===== config.mk =====
export PLATFORM = sky130hd
export DESIGN_NAME = arbiter_requester
export DESIGN_NICKNAME = d
export VERILOG_FILES = /design/src/rtl/arbiter_requester.sv
export SDC_FILE = /design/constraint.sdc
export NUM_CORES = 1
export LEC_CHECK = 0
export CAP_MARGIN = 40
export CORE_ASPECT_RATIO = 1.2
export CORE_MARGIN = 1
export CORE_UTILIZATION = 63
export CTS_CLUSTER_SIZE = 10
export DETAILED_ROUTE_END_ITERATION = 7
export DONT_BUFFER_PORTS = 1
export PLACE_DENSITY = 0.88
export REMOVE_ABC_BUFFERS = 1
export SYNTH_ARGS = -nofsm -noshare
export SYNTH_HDL_FRONTEND = slang
export SYNTH_HIERARCHICAL = 1
export SYNTH_SLANG_ARGS = --single-unit

===== constraint.sdc =====
create_clock -name clk -period 5.3 [get_ports clk]
set_clock_uncertainty 0.05 [all_clocks]
set_input_delay 0.795 -clock clk [delete_from_list [all_inputs] [get_ports clk]]
set_output_delay 0.795 -clock clk [all_outputs]
set_load 0.03 [all_outputs]

===== src/rtl/arbiter_requester.sv =====
// arbiter_requester: two independent clients, each queuing jobs in a small FIFO and requesting an external arbiter.
// Optional feature macro REQ_TIMEOUT_EN: abandon a request left ungranted for TIMEOUT cycles.
module arbiter_client #(
  parameter int TIMEOUT = 15,
  parameter int QDEPTH  = 4
) (
  input  logic       clk,
  input  logic       rst,
  input  logic       start_i,
  input  logic [3:0] job_len_i,
  input  logic       grant_i,
  output logic       request_o,
  output logic       busy_o,
  output logic       done_o,
  output logic       timeout_err_o,
  output logic       ovf_o
);
  localparam int AW = $clog2(QDEPTH);
  typedef enum logic [1:0] {IDLE, REQ, XFER, GAP} state_e;

  if (QDEPTH < 2 || (QDEPTH & (QDEPTH - 1)) != 0) begin : g_bad_qdepth
    $error("QDEPTH must be a power of 2, at least 2");
  end
  if (TIMEOUT < 1 || TIMEOUT > 255) begin : g_bad_timeout
    $error("TIMEOUT must be in 1..255");
  end

  state_e                 state_q, state_d;
  logic [QDEPTH-1:0][3:0] mem_q;
  logic [AW-1:0]          wp_q, rp_q;
  logic [AW:0]            cnt_q, cnt_d;
  logic [3:0]             len_q, len_d, head;
  logic                   req_q, req_d, done_q, done_d, ovf_q, ovf_d;
  logic                   empty, full, push, pop;

  assign empty = (cnt_q == '0);
  assign full  = (cnt_q == (AW+1)'(QDEPTH));
  assign head  = mem_q[rp_q];
  assign pop   = (state_q == IDLE) && !empty;
  // A pop in the same cycle frees a slot, so a push on a full FIFO still lands.
  assign push  = start_i && (!full || pop);
  assign ovf_d = ovf_q | (start_i & full & ~pop);

  always_comb begin
    cnt_d = cnt_q;
    if (push && !pop)      cnt_d = cnt_q + (AW+1)'(1);
    else if (pop && !push) cnt_d = cnt_q - (AW+1)'(1);
  end

  always_ff @(posedge clk or negedge rst) begin
    if (!rst) begin
      mem_q <= '0;
      wp_q  <= '0;
      rp_q  <= '0;
      cnt_q <= '0;
      ovf_q <= 1'b0;
    end else begin
      if (push) begin
        mem_q[wp_q] <= job_len_i;
        wp_q        <= wp_q + AW'(1);
      end
      if (pop) rp_q <= rp_q + AW'(1);
      cnt_q <= cnt_d;
      ovf_q <= ovf_d;
    end
  end

`ifdef REQ_TIMEOUT_EN
  logic [7:0] wait_q, wait_d;
  logic       err_q, err_d;
`endif

  always_comb begin
    state_d = state_q;
    len_d   = len_q;
    req_d   = req_q;
    done_d  = 1'b0;
`ifdef REQ_TIMEOUT_EN
    wait_d  = wait_q;
    err_d   = err_q;
`endif
    case (state_q)
      IDLE: begin
        if (!empty) begin
          len_d   = (head == 4'd0) ? 4'd1 : head;
          req_d   = 1'b1;
          state_d = REQ;
`ifdef REQ_TIMEOUT_EN
          wait_d  = '0;
`endif
        end
      end
      // The grant seen in REQ is already a transfer cycle, so it counts toward the length.
      REQ, XFER: begin
        if (grant_i) begin
          len_d = len_q - 4'd1;
          if (len_q == 4'd1) begin
            state_d = GAP;
            req_d   = 1'b0;
            done_d  = 1'b1;
          end else begin
            state_d = XFER;
          end
        end
`ifdef REQ_TIMEOUT_EN
        else if (state_q == REQ) begin
          if (wait_q == 8'(TIMEOUT - 1)) begin
            state_d = GAP;
            req_d   = 1'b0;
            err_d   = 1'b1;
            len_d   = '0;
          end else begin
            wait_d  = wait_q + 8'd1;
          end
        end
`endif
      end
      GAP:     state_d = IDLE;
      default: state_d = IDLE;
    endcase
  end

  always_ff @(posedge clk or negedge rst) begin
    if (!rst) begin
      state_q <= IDLE;
      len_q   <= '0;
      req_q   <= 1'b0;
      done_q  <= 1'b0;
    end else begin
      state_q <= state_d;
      len_q   <= len_d;
      req_q   <= req_d;
      done_q  <= done_d;
    end
  end

`ifdef REQ_TIMEOUT_EN
  always_ff @(posedge clk or negedge rst) begin
    if (!rst) begin
      wait_q <= '0;
      err_q  <= 1'b0;
    end else begin
      wait_q <= wait_d;
      err_q  <= err_d;
    end
  end
  assign timeout_err_o = err_q;
`else
  assign timeout_err_o = 1'b0;
`endif

  assign request_o = req_q;
  assign done_o    = done_q;
  assign ovf_o     = ovf_q;
  assign busy_o    = (state_q != IDLE) || !empty;
endmodule

module arbiter_requester #(
  parameter int TIMEOUT = 15,
  parameter int QDEPTH  = 4
) (
  input  logic       clk,
  input  logic       rst,
  input  logic [1:0] start,
  input  logic [3:0] job_len0,
  input  logic [3:0] job_len1,
  input  logic [1:0] grant,
  output logic [1:0] request,
  output logic [1:0] busy,
  output logic [1:0] done,
  output logic [1:0] timeout_err,
  output logic [1:0] ovf
);
  localparam int NUM_CLIENTS = 2;

  logic [NUM_CLIENTS-1:0][3:0] job_len;
  assign job_len = {job_len1, job_len0};

  for (genvar i = 0; i < NUM_CLIENTS; i++) begin : g_client
    arbiter_client #(
      .TIMEOUT(TIMEOUT),
      .QDEPTH (QDEPTH)
    ) u_client (
      .clk          (clk),
      .rst          (rst),
      .start_i      (start[i]),
      .job_len_i    (job_len[i]),
      .grant_i      (grant[i]),
      .request_o    (request[i]),
      .busy_o       (busy[i]),
      .done_o       (done[i]),
      .timeout_err_o(timeout_err[i]),
      .ovf_o        (ovf[i])
    );
  end
endmodule


==> reports/qor.csv, run 1 <==
metric;value;unit
status;finished clean;
RSZ-0062 raised after global routing;false;
Fin. Hold Viols;0;
CP max stage cell;nor4b_1;
Setup Buffers After CTS;0;
Net Sw Frac;0.367;
Core Rows;28;
NetSw;0.000897;W
Worst Path Required;4450;ps
Tot Pwr;0.00245;W
later-pin clock latency in the skew report;330;ps
Seq/Total Area, Yosys;0.495;
TritonCTS Buffers;9;
Post-CTS Resized;0;
Final min period;2760;ps
share of layout cells above drive strength 1;0.229;
final period utilization;0.520;
clk root buf;clkbuf_8;
Detailed Route Iter0 Violations;156;
largest family of logic cells by synthesized area;multiplexers;
mux cell area share after synthesis;0.185;
routability congestion estimate;0.803;
Worst Tran Pin Value;590;ps
Yosys Warn Count;6;
initial core utilization;0.655;
Peak Freq;363;MHz
most frequent cells in the layout;64 x dfrtp_1, 36 x mux2_2, 24 x nand2_1;
Worst Slack Setup Final;2540;ps
Post-Synthesis Cells;268;
CP Launch Type;register;
Sink Count;64;
hpwl dp;3.79;mm
Post-synth EDFFs;0;
vias in the first global route;1931;
die area;0.00543;mm^2
Clk pwr share;0.180;
fillers;325;
Final setup viols;0;
per-cell routed wire length;16.2;um
leakage power;1.55;nW
CTS H-tree lvls;3;
Buf/Inv on CP;2;
Slew headroom;0.601;
pre-CTS setup slack;2790;ps
fin area;0.00347;mm^2
Max IR drop VDD;340;uV
CTS tree;built;
internal power;0.00155;W
Synth async-reset ratio;1.00;
Synth cell types;40;
CORE AREA;0.00494;mm^2
drt first pass iters;4;
largest net degree at the start of global routing;65;
drt via density;5.85;
power density over the cells;706;mW/mm^2
Slew Limit Fails;0;
CP top delay family;simple AND/OR/NAND/NOR gates;
NumNets Final;304;
Worst Path Max Fanout;5;
Top cell by count, worst path;inv_1;
Mean Syn Cell Area;12.1;um^2
Flop pwr share;0.403;
simple-gate share of the synthesized area;0.0982;
Die Ht;80.5;um
Arr. time, crit path;1910;ps
Top FF cell, synth;dfrtp_1;
Antenna Diode Count;0;
I/O Buffers;0;
Logic pwr share;0.417;
Hold Buf Count CTS;0;
Max Cap Viol;0;
#FFs+latches synth;64;
Crit. End Element;output pin;
first-pass GRT wire length;8.89;mm
antenna violations before repair;0;
deepest clock path buffer count;2;
detailed-route DRC error count;0;
Routed Antenna Nets;0;
die extent in x;67.4;um
leading area contributor after synthesis;dfrtp_1;
Synth top area share;0.495;
Total GRT Usage;0.229;
complex-gate fraction of the synthesized area;0.0657;
Hold Crit Class;in -> async;
Fin Setup TNS;0;ps
Synth Area in Adders;0.0819;
post-synthesis xor/xnor area fraction;0.0325;
Area Overhead vs Synth;7.15;%
worst-path cell chain;inv_1, ha_1, nor4b_1, inv_1;
Overflow after GRT;0;
commonest non-fill, non-tap cell in the layout;dfrtp_1;
Via Count;1961;
clock slew at reported path FFs;70;ps
DRT Wirelength;5.43;mm
cell area after synthesis;0.00324;mm^2
Area after DPL;0.00325;mm^2
Ports;24;
Worst path max stage delay;520;ps
WS Path Type;reg -> out;
synth top area cells;dfrtp_1 49%, mux2_2 13%, ha_1 7.0%, mux4_2 2.8%, nand2_1 2.8%;
[worst paths after layout]
kind	endpoint	start	slack, ps	cells after the start
worst max-delay path	busy[0]	g_client[0].u_client/state_q[0]	2540	4
max in group asynchronous	g_client[0].u_client/mem_q[15]	rst	4990	0
worst max register to register	g_client[0].u_client/cnt_q[1]	g_client[0].u_client/state_q[0]	2750	8
min in group clk	g_client[0].u_client/mem_q[5]	g_client[0].u_client/mem_q[5]	450	1
worst min-delay path	g_client[0].u_client/state_q[0]	rst	100	0
worst min register to register	g_client[0].u_client/mem_q[5]	g_client[0].u_client/mem_q[5]	450	1
[registers in the layout, indices dropped and copies added, names as in the netlist]
register                     count
g_client.u_client/mem_q         32
g_client.u_client/rp_q           4
g_client.u_client/wp_q           4
g_client.u_client/ovf_o          2
g_client.u_client/request_o      2
g_client.u_client/state_q        4
g_client.u_client/done_o         2
g_client.u_client/cnt_q          6
g_client.u_client/len_q          8
[stage by stage]
step / hold slack [ps] / std cells / utilization
after detailed placement: 440 / 319 / 0.658
after global placement: 430 / 319 / 0.658
after floorplan: 420 / 259 / -
after CTS: 86.3 / 335 / 0.702
final: 102 / 335 / 0.702
after global routing: 76.4 / 335 / 0.702
[cell usage after synthesis (all sizes together) (2+ instances only)]
library cell / count
dfrtp: 64
mux2: 36
nand2: 24
ha: 18
inv: 18
nor2: 15
o21ai: 10
xnor2: 8
buf: 6
mux4: 6
nor3: 6
a21oi: 5
mux2i: 5
nor4b: 4
or2: 4
xor2: 4
a31oi: 3
clkbuf: 3
nor2b: 3
o311ai: 3
a21o: 2
conb: 2
fa: 2
nand3b: 2
o221a: 2
o22ai: 2
or4: 2
[worst reg2reg max path: stages (launching register included)]
cell and delay, ps:
dfrtp_1 380, inv_1 60, ha_1 240, nor4b_1 440, nor2b_1 250, ha_1 290, inv_1 70, fa_1 400
mux2_2 260
[logic make-up after synthesis]
logic type	after synthesis
AOI/OAI and AO/OA	32
adders and majority gates	20
and+or+nand+nor	64
buffers and inverters	27
DFF	64
muxes	47
other	2
xor gates and xnor gates	12
[cell type report]
cell class / instances / area [um^2] / share of cell area
Multi-Input combinational cell: 177 / 1510 / 0.434
Clock inverter: 2 / 35.0 / 0.0101
Tap cell: 60 / 75.1 / 0.0216
Sequential cell: 64 / 1600 / 0.462
Clock buffer: 14 / 183 / 0.0527
Inverter: 18 / 67.6 / 0.0195
[metal layers]
metal / vias to the layer above / GRT usage / part of all wire
met5: - / 0 / 0
met4: 0 / 0.115 / 0.018
met3: 10 / 0.0469 / 0.032
met2: 31 / 0.363 / 0.51
met1: 974 / 0.292 / 0.44
li1: 946 / - / -
[power groups by stage]
stage	clock network [W]	logic, W	registers [W]
2_1_floorplan	0	0.000843	0.000929
3_3_place_gp	0	0.000957	0.000975
3_5_place_dp	0	0.00101	0.000991
4_1_cts	0.000452	0.00102	0.000987
5_1_grt	0.000473	0.00113	0.00102
6_report	0.000441	0.00102	0.000986
No activity file was read; power rests on OpenSTA's default activity.
==> run 2: changes to the inputs <==
==> constraint.sdc (replaced) <==
create_clock -name clk -period 2.7 [get_ports clk]
set_clock_uncertainty 0.05 [all_clocks]
set_input_delay 0.405 -clock clk [delete_from_list [all_inputs] [get_ports clk]]
set_output_delay 0.405 -clock clk [all_outputs]
set_load 0.03 [all_outputs]
==> run 2 against run 1 <==
Largest power group unchanged; final cell count is 0.90% higher; sequential power increased by 97%; utilization up 0.46 points; non-clock buffer count rose by 3; via count up 1.8%.
==> reports/qor.csv, run 2 (synthesized netlist as in run 1, its figures left out) <==
metric;value;unit;change
status;finished clean;;
CTS tree;built;;
per-cell routed wire length;16.8;um;+4.0%
Largest regs;g_client.u_client/mem_q (32), g_client.u_client/len_q (8), g_client.u_client/cnt_q (6);;
Worst Tran Pin Value;676;ps;+85.8 ps
Detailed Route Iter0 Violations;146;;-6.4%
Final min period;2460;ps;
Core Rows;28;;unchanged
Hold Crit Class;in -> reg;;
Worst Path Required;2920;ps;-1530 ps
clk root buf;clkbuf_8;;
initial core utilization;0.655;;unchanged
hpwl dp;3.84;mm;+1.4%
I/O Buffers;0;;unchanged
Peak Freq;406;MHz;
power density over the cells;1370;mW/mm^2;+95%
Placed Cells;320;;+0.31%
Slew Limit Fails;0;;unchanged
vias in the first global route;1945;;+0.73%
Overflow after GRT;0;;unchanged
CORE AREA;0.00494;mm^2;unchanged
reg2reg setup slack;240;ps;-2510 ps
Ports;24;;unchanged
Routed Antenna Nets;0;;unchanged
Max IR drop VDD;756;uV;+120%
Finished Layout Cells;338;;+0.90%
Core Util, Final;0.707;;+0.00456
clock slew at reported path FFs;70;ps;about the same
share of layout cells above drive strength 1;0.237;;+0.00832
drt via density;5.91;;+0.93%
Total GRT Usage;0.242;;+0.0139
final period utilization;0.913;;
NumNets Final;307;;+0.99%
CTS H-tree lvls;3;;unchanged
drt first pass iters;4;;unchanged
Fin Setup TNS;0;ps;unchanged
die area;0.00543;mm^2;unchanged
Die Ht;80.5;um;unchanged
Biggest register;g_client.u_client/mem_q;;
RSZ-0062 raised after global routing;false;;
Post-CTS Resized;0;;unchanged
TritonCTS Buffers;9;;unchanged
Final setup viols;0;;unchanged
deepest clock path buffer count;2;;unchanged
antenna violations before repair;0;;unchanged
largest net degree at the start of global routing;65;;unchanged
Max Cap Viol;0;;unchanged
Arr. time, crit path;2680;ps;+770 ps
Worst Path Max Fanout;8;;+3
CP Launch Type;register;;
Worst path max stage delay;430;ps;-90 ps
worst-path cell chain;inv_1, ha_1, nor4b_1, nor2b_1, ha_1, inv_1, fa_1, xor2_1, nor2_1, xor2_1;;
later-pin clock latency in the skew report;340;ps;about the same
Via Count;1997;;+1.8%
Fin. Hold Viols;0;;unchanged
most frequent cells in the layout;64 x dfrtp_1, 36 x mux2_2, 24 x nand2_1;;
detailed-route DRC error count;0;;unchanged
max reg flops;32;;unchanged
Slew headroom;0.543;;-0.0580
die extent in x;67.4;um;unchanged
Sink Count;64;;unchanged
Crit. End Element;register;;
commonest non-fill, non-tap cell in the layout;dfrtp_1;;
WS Path Type;reg -> reg;;
pre-CTS setup slack;266;ps;-2530 ps
Area Overhead vs Synth;7.85;%;
Hold Buf Count CTS;2;;+2
Tot Pwr;0.00480;W;+96%
routability congestion estimate;0.791;;-1.5%
Worst Slack Setup Final;236;ps;-2310 ps
Antenna Diode Count;0;;unchanged
fillers;303;;-6.8%
DRT Wirelength;5.70;mm;+4.9%
Setup Buffers After CTS;0;;unchanged
CP max stage cell;nor2b_1;;
leakage power;1.55;nW;about the same
first-pass GRT wire length;9.35;mm;+5.1%
## run 2: power by group
| part | total [W] | leakage (nW) | internal [W] | switching [W] |
|---|---|---|---|---|
| registers | 0.00194 | 0.753 | 0.00146 | 0.000484 |
| logic | 0.00204 | 0.703 | 0.00107 | 0.000975 |
| clock network | 0.000812 | 0.0916 | 0.000425 | 0.000386 |
## run 2: path summary, 6_finish.rpt
kind / start / end / depth (start not counted)
worst max-delay path: g_client[0].u_client/state_q[0] / g_client[0].u_client/cnt_q[2] / 10
worst max register to register: g_client[0].u_client/state_q[0] / g_client[0].u_client/cnt_q[2] / 10
min in group asynchronous: rst / g_client[1].u_client/mem_q[9] / 2
worst min register to register: g_client[0].u_client/mem_q[5] / g_client[0].u_client/mem_q[5] / 1
max in group asynchronous: rst / g_client[0].u_client/state_q[0] / 2
worst min-delay path: grant[1] / g_client[1].u_client/done_o / 2
## run 2: area by class of cell
cell class / instances / area, um^2 / area share
multi-input cells: 177 / 1510 / 0.432
flip-flops and latches: 64 / 1600 / 0.459
repair buffers: 3 / 45.0 / 0.0129
inverters: 18 / 67.6 / 0.0194
clock inverters: 7 / 71.3 / 0.0204
well taps: 60 / 75.1 / 0.0215
clock buffers: 9 / 124 / 0.0355
## run 2: critical path, delay by kind of cell (launching register included)
kind	cells	cell delay, ps
adder cells (fa/ha/maj)	3	870
AND/OR/NAND/NOR	3	650
flip-flops	1	400
XOR/XNOR	2	320
buffers and inverters	2	120
## run 2: per-layer routing
layer / vias up / GRT usage / routed length [um] / part of all wire
met3: 7 / 0.0753 / 218 / 0.038
met4: 0 / 0.102 / 68 / 0.012
li1: 947 / - / - / -
met1: 1001 / 0.330 / 2580 / 0.45
met2: 42 / 0.355 / 2830 / 0.50
met5: - / 0 / 0 / 0
## run 2: metrics by stage
step / hold WS [ps] / instance area (um^2)
after CTS: 111 / 3490
final: 128 / 3490
after global routing: 120 / 3490
after floorplan: 59.4 / 3180
after detailed placement: 60.6 / 3260
after global placement: 60.6 / 3260
==> run 3: changes to the inputs <==
--- a/config.mk
+++ b/config.mk
@@ -14,6 +14,7 @@
 export DONT_BUFFER_PORTS = 1
 export PLACE_DENSITY = 0.88
 export REMOVE_ABC_BUFFERS = 1
+export SLEW_MARGIN = 20
 export SYNTH_ARGS = -nofsm -noshare
 export SYNTH_HDL_FRONTEND = slang
 export SYNTH_HIERARCHICAL = 1
==> results of run 3 <==
Same layout as run 2: the final DEF is identical, and so are final timing and power.
